`config.mk`:
```
export PLATFORM = sky130hd
export DESIGN_NAME = reg_write_scoreboard
export DESIGN_NICKNAME = d
export VERILOG_FILES = /design/src/rtl/reg_write_scoreboard.sv
export SDC_FILE = /design/constraint.sdc
export NUM_CORES = 1
export LEC_CHECK = 0
export CAP_MARGIN = 20
export CORE_UTILIZATION = 52
export DETAILED_ROUTE_END_ITERATION = 8
export GPL_TIMING_DRIVEN = 0
export PLACE_DENSITY_LB_ADDON = 0.15
export SLEW_MARGIN = 30
export SYNTH_ARGS = -nofsm -noshare
export SYNTH_HDL_FRONTEND = slang
export SYNTH_SLANG_ARGS = --single-unit
export TNS_END_PERCENT = 10
```
`constraint.sdc`:
```
create_clock -name clk -period 3.05 [get_ports clk]
set_input_delay 0.4575 -clock clk [delete_from_list [all_inputs] [get_ports clk]]
set_output_delay 0.4575 -clock clk [all_outputs]
set_load 0.01 [all_outputs]
```
`src/rtl/reg_write_scoreboard.sv`:
```
// Write-side register scoreboard: counts in-flight writes per register and
// stalls issue while any source or a full destination counter is busy.
module reg_write_scoreboard #(
    parameter int INDEX_BIT_WIDTH = 4,
    parameter int N_REGS          = 1 << INDEX_BIT_WIDTH,
    parameter int CNT_WIDTH       = 2
) (
    input  logic                       clk,
    input  logic                       rst_n,
    input  logic                       issueValid,
    input  logic                       issueWrtEn,
    input  logic [INDEX_BIT_WIDTH-1:0] issueWrtIndex,
    input  logic                       issueRdUse1,
    input  logic [INDEX_BIT_WIDTH-1:0] issueRdIndex1,
    input  logic                       issueRdUse2,
    input  logic [INDEX_BIT_WIDTH-1:0] issueRdIndex2,
    input  logic                       wbWrtEn,
    input  logic [INDEX_BIT_WIDTH-1:0] wbWrtIndex,
    input  logic                       flush,
    output logic                       stall,
    output logic [N_REGS-1:0]          pendingMask,
    output logic                       underflowErr
);

    localparam logic [CNT_WIDTH-1:0] CNT_MAX = '1;

    logic [CNT_WIDTH-1:0] cnt_q [N_REGS];
    logic [CNT_WIDTH-1:0] cnt_d [N_REGS];
    logic                 err_q;
    logic                 err_d;

    logic hazard1;
    logic hazard2;
    logic dest_full;
    logic issue_inc;
    logic wb_dec;
    logic wb_underflow;

    // Hazards look at registered counters only: a retire this cycle is not
    // visible to a read this cycle because the register file has no bypass.
    assign hazard1   = issueRdUse1 && (cnt_q[issueRdIndex1] != '0);
    assign hazard2   = issueRdUse2 && (cnt_q[issueRdIndex2] != '0);
    assign dest_full = issueWrtEn  && (cnt_q[issueWrtIndex] == CNT_MAX);
    assign stall     = issueValid && (hazard1 || hazard2 || dest_full);

    assign issue_inc    = issueValid && !stall && issueWrtEn;
    assign wb_dec       = wbWrtEn && (cnt_q[wbWrtIndex] != '0);
    assign wb_underflow = wbWrtEn && (cnt_q[wbWrtIndex] == '0);

    // NOTE: every output of a combinational block gets a default before any
    // conditional assignment, otherwise synthesis infers a latch.
    always_comb begin
        for (int i = 0; i < N_REGS; i++) begin
            cnt_d[i] = cnt_q[i];
        end
        err_d = err_q;
        if (flush) begin
            for (int i = 0; i < N_REGS; i++) begin
                cnt_d[i] = '0;
            end
        end else begin
            if (wb_underflow) begin
                err_d = 1'b1;
            end
            if (issue_inc && wb_dec && (issueWrtIndex == wbWrtIndex)) begin
                cnt_d[issueWrtIndex] = cnt_q[issueWrtIndex];
            end else begin
                if (issue_inc) begin
                    cnt_d[issueWrtIndex] = cnt_q[issueWrtIndex] + CNT_WIDTH'(1);
                end
                if (wb_dec) begin
                    cnt_d[wbWrtIndex] = cnt_q[wbWrtIndex] - CNT_WIDTH'(1);
                end
            end
        end
    end

    // NOTE: the counter array is reset (not left uninitialised like a data
    // RAM) because its contents are control state that gates issue.
    always_ff @(posedge clk or negedge rst_n) begin
        if (!rst_n) begin
            for (int i = 0; i < N_REGS; i++) begin
                cnt_q[i] <= '0;
            end
            err_q <= 1'b0;
        end else begin
            for (int i = 0; i < N_REGS; i++) begin
                cnt_q[i] <= cnt_d[i];
            end
            err_q <= err_d;
        end
    end

    always_comb begin
        for (int i = 0; i < N_REGS; i++) begin
            pendingMask[i] = (cnt_q[i] != '0);
        end
    end

    assign underflowErr = err_q;

endmodule
```
[Word-level counts from Yosys, hierarchy flattened]
Index checks and enable logic that the tools add are counted.
Word-level totals
  flip-flop bits (word level): 33
  bits of input ports: 24
  output and inout port bits: 18
  logic and storage cells: 93
Operators by class
  add/sub/neg operators: 2
  magnitude comparators: 6
  eq/ne operators: 2
  multiplexer cells: 25
  bitwise operators: 5
  reductions and logical operators: 36
Operators by type and width (count)
  2-to-1 mux 32 bit: 6
  bitwise mux 32 bit: 3
  nonzero test 2 bit: 19
  binary-select mux 2 bit (select 4 bit): 4
  >= comparator 5 bit (second input constant): 4
  2-to-1 mux 2 bit: 10
  inverter 4 -> 5 bit: 4
  demux 2 bit (select 4 bit): 2
  logical AND 1 bit: 12
  less-than comparator 5 x 1 -> 1 bit (second input constant): 2
  == test 4 bit: 1
  adder 2 x 1 -> 2 bit (second input constant): 1
  == test 2 bit (second input constant): 1
  logical NOT 2 bit: 1
  logical OR 1 bit: 2
  AND reduction 2 bit: 1
  subtractor 2 x 1 -> 2 bit (second input constant): 1
  logical NOT 1 bit: 1
  inverter 1 bit: 1

[Depth between registers and ports, before layout]
Gate-level depths: netlist of run 1.
  depth in word-level cells: 20
  depth in mapped cells: 14

[Least setup slack after synthesis of run 1]
OpenSTA, ideal clock, no wires.
  path type: input to register
  start point: input port issueWrtIndex[0]
  end point: register cnt_q[0] (netlist name)
  arrival: 3974 ps
  required time: 2956 ps
  slack: -1018 ps
  cell stages on the path: 14
  buffers on the path: 4
  path through: clkbuf_1 buf_2 mux4_2 mux4_2 ha_1 nand2_1 nand3_1 or4_1 or3_1 clkbuf_1 buf_6 nand2_2 o21bai_1 a211oi_1
On the way
  word-level cells in the longest chain between the ends: 18
RTL lines
  from (decl): line 12  | input logic [INDEX_BIT_WIDTH-1:0] issueWrtIndex,
  inverter 4 -> 5 bit (not written as such): line 43, 66, 69
  binary-select mux 2 bit (select 4 bit): line 43, 66, 69
  2-to-1 mux 2 bit (not written as such) (2 in series): line 43, 66, 69
  == test 2 bit: line 43  | assign dest_full = issueWrtEn && (cnt_q[issueWrtIndex] == CNT_MAX);
  logical AND 1 bit: line 43
  logical OR 1 bit: line 44  | assign stall = issueValid && (hazard1 || hazard2 || dest_full);
  logical AND 1 bit: line 44
  logical NOT 1 bit: line 46  | assign issue_inc = issueValid && !stall && issueWrtEn;
  logical AND 1 bit (2 in series): line 46
  2-to-1 mux 32 bit: line 68  | if (issue_inc) begin
  2-to-1 mux 32 bit: line 65  | if (issue_inc && wb_dec && (issueWrtIndex == wbWrtIndex)) begin
  2-to-1 mux 32 bit: line 57  | if (flush) begin
  bitwise mux 32 bit: line 72  | cnt_d[wbWrtIndex] = cnt_q[wbWrtIndex] - CNT_WIDTH'(1);
  2-to-1 mux 32 bit: line 71  | if (wb_dec) begin
  2-to-1 mux 32 bit *: line 65
  2-to-1 mux 32 bit *: line 57
  to (signal, indexed assignment): line 88  | cnt_q[i] <= cnt_d[i];
  to (decl): line 27  | logic [CNT_WIDTH-1:0] cnt_q [N_REGS];
Mark *: on every way between the ends. The rest lies on a longest branch, timed or not. The select of a mux whose other input is x is not followed.
A chain may end at the register's enable or synchronous reset.

[Worst setup path in the final report of run 1]
  start point: input port issueRdIndex2[2]
  end point: output port stall
On the way
  word-level cells in the longest chain between the ends: 9
RTL lines
  from (decl): line 16  | input logic [INDEX_BIT_WIDTH-1:0] issueRdIndex2,
  inverter 4 -> 5 bit (not written as such): line 42  | assign hazard2 = issueRdUse2 && (cnt_q[issueRdIndex2] != '0);
  binary-select mux 2 bit (select 4 bit): line 42
  2-to-1 mux 2 bit (not written as such) (2 in series): line 42
  nonzero test 2 bit: line 42
  logical AND 1 bit: line 42
  logical OR 1 bit (2 in series): line 44
  logical AND 1 bit: line 44
  to (decl): line 20  | output logic stall,
Every way passes these cells. The select of a mux whose other input is x is not followed.

==> results.txt, run 1 <==
Synth Area in Simple Gates: 33.0%
GPL Wtd Cong: 1.01
filler cell count: 478
layout overhead on the synthesized area: 34.1%
die span in x: 84.0 microns
CP Data Required Time: 2.59 ns
Placeable Area: 0.00642 sq mm
# DRC: 14
GR Overflow Total: 0
Rel. slew slack: 42.6%
initial antenna violation count: 0
fin util: 73.0%
#FFs+latches synth: 33
wire length on met3: 1850 microns
drt pass-1 iters: 7
IO Count: 42
Final min period: 3.53 ns
final hold vios: 0
CP max stage cell: clkdlybuf4s50_1
Met1 Routed Length: 5560 microns
worst r2r path cells: 12
main combinational cell family by area after synthesis: simple AND/OR/NAND/NOR gates
Seq/Total Area, Yosys: 23.6%
H-tree depth: 2
failing checks: design-rule violations, negative setup slack
post-synthesis cell count: 399
maximum clock rate: 0.283 GHz
Antenna Nets Post-Route: 0
Die Area: 0.00706 sq mm
Final Max Tran Viols: 0
ranking of synthesized cells by area: dfrtp_1, mux4_2, nor2_1
most frequent CP cell: clkdlybuf4s50_1
ys flop type: dfrtp_1
EDFF count, synth: 0
ratio of cells with drive above 1 in the final layout: 33.8%
Worst VDD drop: 0.178 mV
Final Cell Area: 0.00469 sq mm
CTS Buf Count: 5
FF-to-FF Start: cnt_q[4]$_DFFE_PN0P_
setup slack at placement: -1.10 ns
Synth Warn #: 0
TritonCTS clock tree: done
worst path cell trace: clkdlybuf4s50_1, nor3b_1, o21ai_0, a221oi_2, a211oi_2, nor2_1, a21boi_0, clkdlybuf4s50_1
clk sinks: 33
Hold WC Path Type: reg -> reg
maximum fanout along the worst path: 7
Post-Syn Nets: 425
Critical Path Source: issueRdIndex2[2]
capturing point of the worst reg2reg path: cnt_q[4]$_DFFE_PN0P_
syn_area_per_cell: 8.77 sq um
period utilisation layout: 116%
Detailed Route WL: 15000 microns
Synth top cells by count: nor2_1, dfrtp_1, nand2_1
GRT Util Overall: 41.1%
Die Ht: 84.0 microns
synthesized area: 0.00350 sq mm
fin nets: 502
CP max stage delay: 0.62 ns
Max Cap Viol: 0
first-pass GRT wire length: 21300 microns
kind of critical path: in -> out
Inserted Diodes: 0
Synth Area in Compound Gates: 18.9%
Yosys cell types: 61
Hold Path Depth: 1
top-count cell post-synth: nor2_1
share of flip-flops with an asynchronous set or reset: 100%
worst-margin pin slew: 0.860 ns
hold path start: underflowErr$_DFFE_PN0P_
Synth area leader: dfrtp_1
worst hold slack: 0.475 ns
vias in the first global route: 3689
Clock transition at path regs: 0.07 ns
critical path endpoint category: primary output
vias post-DR: 4113
initial cell density of the core: 54.5%
PwrDens: 226 mW/mm^2
DP HPWL: 10400 microns
post-synthesis xor/xnor area fraction: 1.00%
clock buffer depth: 2
adder-cell share of the synthesized area: 0.715%
met2 wire length: 6630 microns
Avg WL per Cell: 27.1 microns
RSZ-0062 raised after global routing: yes
FF-to-FF setup slack: -0.43 ns
Worst Hold End: underflowErr$_DFFE_PN0P_
worst path arrival time: 3.08 ns
fin worst setup slack: -0.483 ns
Vias/cell: 7.44
row cnt: 29
skew final: 0.00668 ns
I/O Buffers: 35
number of DRC markers in iteration 0: 499
CP Launch Type: input port
top cell type's share of synthesized area: 23.6%
Bufs and invs on worst path: 2
status: finished with violations
Leakage: 1.82 nW
largest net degree at the start of global routing: 28
Placement Cell Area: 0.00402 sq mm
mux contribution to synthesized area: 18.1%
clock latency on the worst-skew pair: 0.30 ns
Root Driver: clkbuf_8
Final Setup Violations: 32
Top Layer Used: met4
Crit path max-delay family: buffers and inverters
==> flip-flops by register name, indices dropped and copies added, names as in the netlist <==
name          count
cnt_q            32
underflowErr      1
==> layout by cell type, fill, tap and decap left out, drive strengths merged, types with 12 or more instances in the layout <==
master         instances
nor3                  20
buf                   46
mux4                  26
dfrtp                 33
o31ai                 12
nand3                 16
nor4                  15
nor2                  65
nand2b                15
clkbuf                28
or2                   19
nand2                 27
clkdlybuf4s50         34
==> worst max-delay path by stage <==
stage	slack (ns)	to	depth (start not counted)
detailed placement	-1.10	cnt_q[30]$_DFFE_PN0P_	13
global route	-0.57	stall	8
CTS	-0.44	cnt_q[24]$_DFFE_PN0P_	9
finish	-0.48	stall	8
floorplan	-0.46	cnt_q[16]$_DFFE_PN0P_	13
global placement	-1.12	cnt_q[28]$_DFFE_PN0P_	13
==> kinds of logic (layout without fill, tap and decap cells) <==
kind of cell    count (synthesis)  after routing
compound gates                 83             83
fa+ha+maj                       2              2
xor+xnor                        4              4
simple gates                  209            209
mux                            30             30
flops                          33             33
buf+inv                        38            115
==> layer usage <==
layer	global-route usage, %	up-vias
li1	-	1694
met1	52.3	1952
met2	62.7	373
met3	11.8	94
met4	23.2	0
met5	0	-
==> worst register-to-register path: cells and delay by family (launching register included) <==
family	cells	cell delay [ns]
and+or+nand+nor	6	1.36
muxes	2	1.02
DFF	1	0.45
buffers and inverters	2	0.31
adders and majority gates	1	0.18
AOI/OAI and AO/OA	1	0.06
==> cell type report <==
cell class | count | area [sq um] | area share [%]
timing repair buffer | 72 | 672 | 14.3
clock buffer | 7 | 86.3 | 1.84
sequential | 33 | 846 | 18.0
tap | 77 | 96.3 | 2.05
buffer | 30 | 263 | 5.60
multi-input combinational | 328 | 2700 | 57.6
inverter | 6 | 27.5 | 0.587
==> power by group <==
part | leakage, nW | switching (W) | internal [W]
registers | 0.429 | 0.00000407 | 0.000440
clock network | 0.0443 | 0.000172 | 0.000179
logic | 1.35 | 0.000151 | 0.000114
total | 1.82 | 0.000327 | 0.000734
==> through the flow <==
step / instances / power, W / TNS [ns]
floorplan: 399 / 0.000579 / -12.13
global placement: 511 / 0.000665 / -31.79
detailed placement: 512 / 0.000671 / -32.26
CTS: 527 / 0.00102 / -9.01
global route: 553 / 0.00109 / -13.30
finish: 553 / 0.00106 / -11.10
==> repair_timing <==
action / CTS / global route
buffers inserted: 8 / 26
setup endpoints to repair: 33 / 33
gates resized for setup: 40 / 43
cloned: 0 / 1
pin swaps: 4 / 13
hold buffers: 1 / 0
hold endpoints to repair: 3 / 0
Note: power is estimated with default switching activity, not from simulation.
==> run 2, diff against run 1 <==
- CORE_UTILIZATION: 52 -> 55
- clock period: 3.05 -> 3.7 ns (I/O delays scaled with it)
==> run 2 against run 1 <==
The run now ends clean. Sequential power shrank 17%. Via count shrank 3.4%. Utilization shrank 3.6 points. Wire length shrank 6.1%. Power shrank 21%. Cell area shrank 11%. Clock skew grew 0.0070 ns.
==> results.txt, run 2 (synthesis gave the netlist of run 1 again) <==
Vias/cell: 7.67
Root Driver: clkbuf_8
RSZ-0062 raised after global routing: yes
Critical Path Source: wbWrtIndex[3]
fin util: 69.4%
met1 Usage GRT: 54.4%
worst path arrival time: 3.79 ns
largest net degree at the start of global routing: 26
Final Setup Violations: 0
maximum fanout along the worst path: 10
GRT Util Overall: 43.9%
clk sinks: 33
max reg flops: 32
clock buffer depth: 2
GR Util met3: 13.6%
initial cell density of the core: 58.1%
Placeable Area: 0.00603 sq mm
Final Max Tran Viols: 0
vias in the first global route: 3655
row cnt: 28
CP Data Required Time: 3.84 ns
most frequent CP cell: clkbuf_2
Clock transition at path regs: 0.08 ns
status: finished clean
Rel. slew slack: 47.3%
FF-to-FF setup slack: 0.06 ns
clock latency on the worst-skew pair: 0.30 ns
critical path endpoint category: register
met2 global-route usage: 66.1%
DP HPWL: 10300 microns
FF/Latch Area: 826 sq um
Hold WC Path Type: in -> async
FF-to-FF Start: cnt_q[19]$_DFFE_PN0P_
GRT busiest layer: met2
Die Ht: 81.8 microns
CP max stage delay: 0.54 ns
TritonCTS clock tree: done
vias post-DR: 3974
CP Launch Type: input port
drt pass-1 iters: 7
die span in x: 81.8 microns
ratio of cells with drive above 1 in the final layout: 22.3%
filler cell count: 504
fin worst setup slack: 0.0507 ns
CP max stage cell: clkdlybuf4s50_1
skew final: 0.0136 ns
Antenna Nets Post-Route: 0
Max Cap Viol: 0
initial antenna violation count: 0
PwrDens: 201 mW/mm^2
most frequent cells in the layout: nor2_1, dfrtp_1, clkdlybuf4s50_1, nand2_1, mux4_2
setup slack at placement: -0.633 ns
layout overhead on the synthesized area: 19.5%
final hold vios: 0
capturing point of the worst reg2reg path: cnt_q[25]$_DFFE_PN0P_
worst-margin pin slew: 0.791 ns
Die Area: 0.00668 sq mm
Post-CTS Hold Fix Bufs: 0
Final min period: 3.65 ns
largest reg by FF count: cnt_q
CTS Buf Count: 5
IO Count: 42
I/O Buffers: 35
Leakage: 1.62 nW
number of DRC markers in iteration 0: 677
GR Overflow Total: 0
first-pass GRT wire length: 20500 microns
area of the multi-input gates: 0.00258 sq mm
worst path cell trace: clkdlybuf4s50_1, clkbuf_2, mux4_2, inv_1, ha_1, nand2b_2, or4_1, or3_4, clkbuf_2, nor2_1, o31ai_1
Detailed Route WL: 14100 microns
# DRC: 0
Avg WL per Cell: 27.2 microns
fin nets: 468
Inserted Diodes: 0
Worst VDD drop: 0.155 mV
maximum clock rate: 0.274 GHz
crit path capture: cnt_q[23]$_DFFE_PN0P_
commonest non-fill, non-tap cell in the layout: nor2_1
period utilisation layout: 98.6%
H-tree depth: 2
GPL Wtd Cong: 1.04
kind of critical path: in -> reg
worst r2r path cells: 9
## run 2: cell types whose count changed in the layout (fill, tap and decap cells not counted), moves of 5 or more
cell      change
dfrtp_1      +16
dfrtp_2      -16
buf_4        -31
clkbuf_2      +5
## run 2: where the power goes
group | switching [W] | internal [W] | total (W) | leakage, nW
Sequential | 0.00000408 | 0.000362 | 0.000367 | 0.455
Clock | 0.000153 | 0.000133 | 0.000286 | 0.0385
Combinational | 0.000112 | 0.0000756 | 0.000188 | 1.12
## run 2: per-layer routing
layer	routed length, microns	share of wire [%]
met3	1860	13
met2	6040	43
met1	5130	36
met4	1030	7.3
met5	0	0
## run 2: worst min path at each step
| stage | slack (ns) | startpoint | end |
|---|---|---|---|
| 6_report | 0.10 | rst_n | cnt_q[29]$_DFFE_PN0P_ |
| 5_1_grt | 0.12 | rst_n | cnt_q[28]$_DFFE_PN0P_ |
| 4_1_cts | 0.12 | rst_n | cnt_q[29]$_DFFE_PN0P_ |
| 3_5_place_dp | 0.43 | rst_n | cnt_q[29]$_DFFE_PN0P_ |
| 3_3_place_gp | 0.46 | underflowErr$_DFFE_PN0P_ | underflowErr$_DFFE_PN0P_ |
| 2_1_floorplan | 0.26 | rst_n | cnt_q[0]$_DFFE_PN0P_ |
## run 2: cell type report
class / instances / share of cell area (%)
clock inverter: 1 / 0.180
tap: 75 / 2.24
clock buffer: 7 / 1.83
sequential: 33 / 19.7
buffer: 30 / 4.52
inverter: 6 / 0.658
timing repair buffer: 38 / 9.07
multi-input combinational: 328 / 61.8
## run 2: metrics by stage
stage | area (sq um) | TNS [ns] | power [W] | instances | hold slack, ns
after global routing | 4180 | -0.0627 | 0.000859 | 518 | 0.119
after floorplan | 3530 | 0 | 0.000476 | 399 | 0.259
final | 4180 | 0 | 0.000840 | 518 | 0.104
after global placement | 3980 | -16.84 | 0.000546 | 509 | 0.457
after CTS | 4110 | -0.00761 | 0.000827 | 517 | 0.119
after detailed placement | 3990 | -17.72 | 0.000550 | 510 | 0.432
## run 2: what timing repair did
action	in CTS	in global routing
pin swaps	0	1
buffers inserted	0	2
resized for setup	15	25
cloned	0	0
endpoints found under the setup margin	32	31
## run 2: critical path: cells and delay by family
family	cells	cell delay, ns
fa+ha+maj	1	0.22
compound gates	1	0.09
buf+inv	4	1.23
simple gates	4	1.38
mux	1	0.30
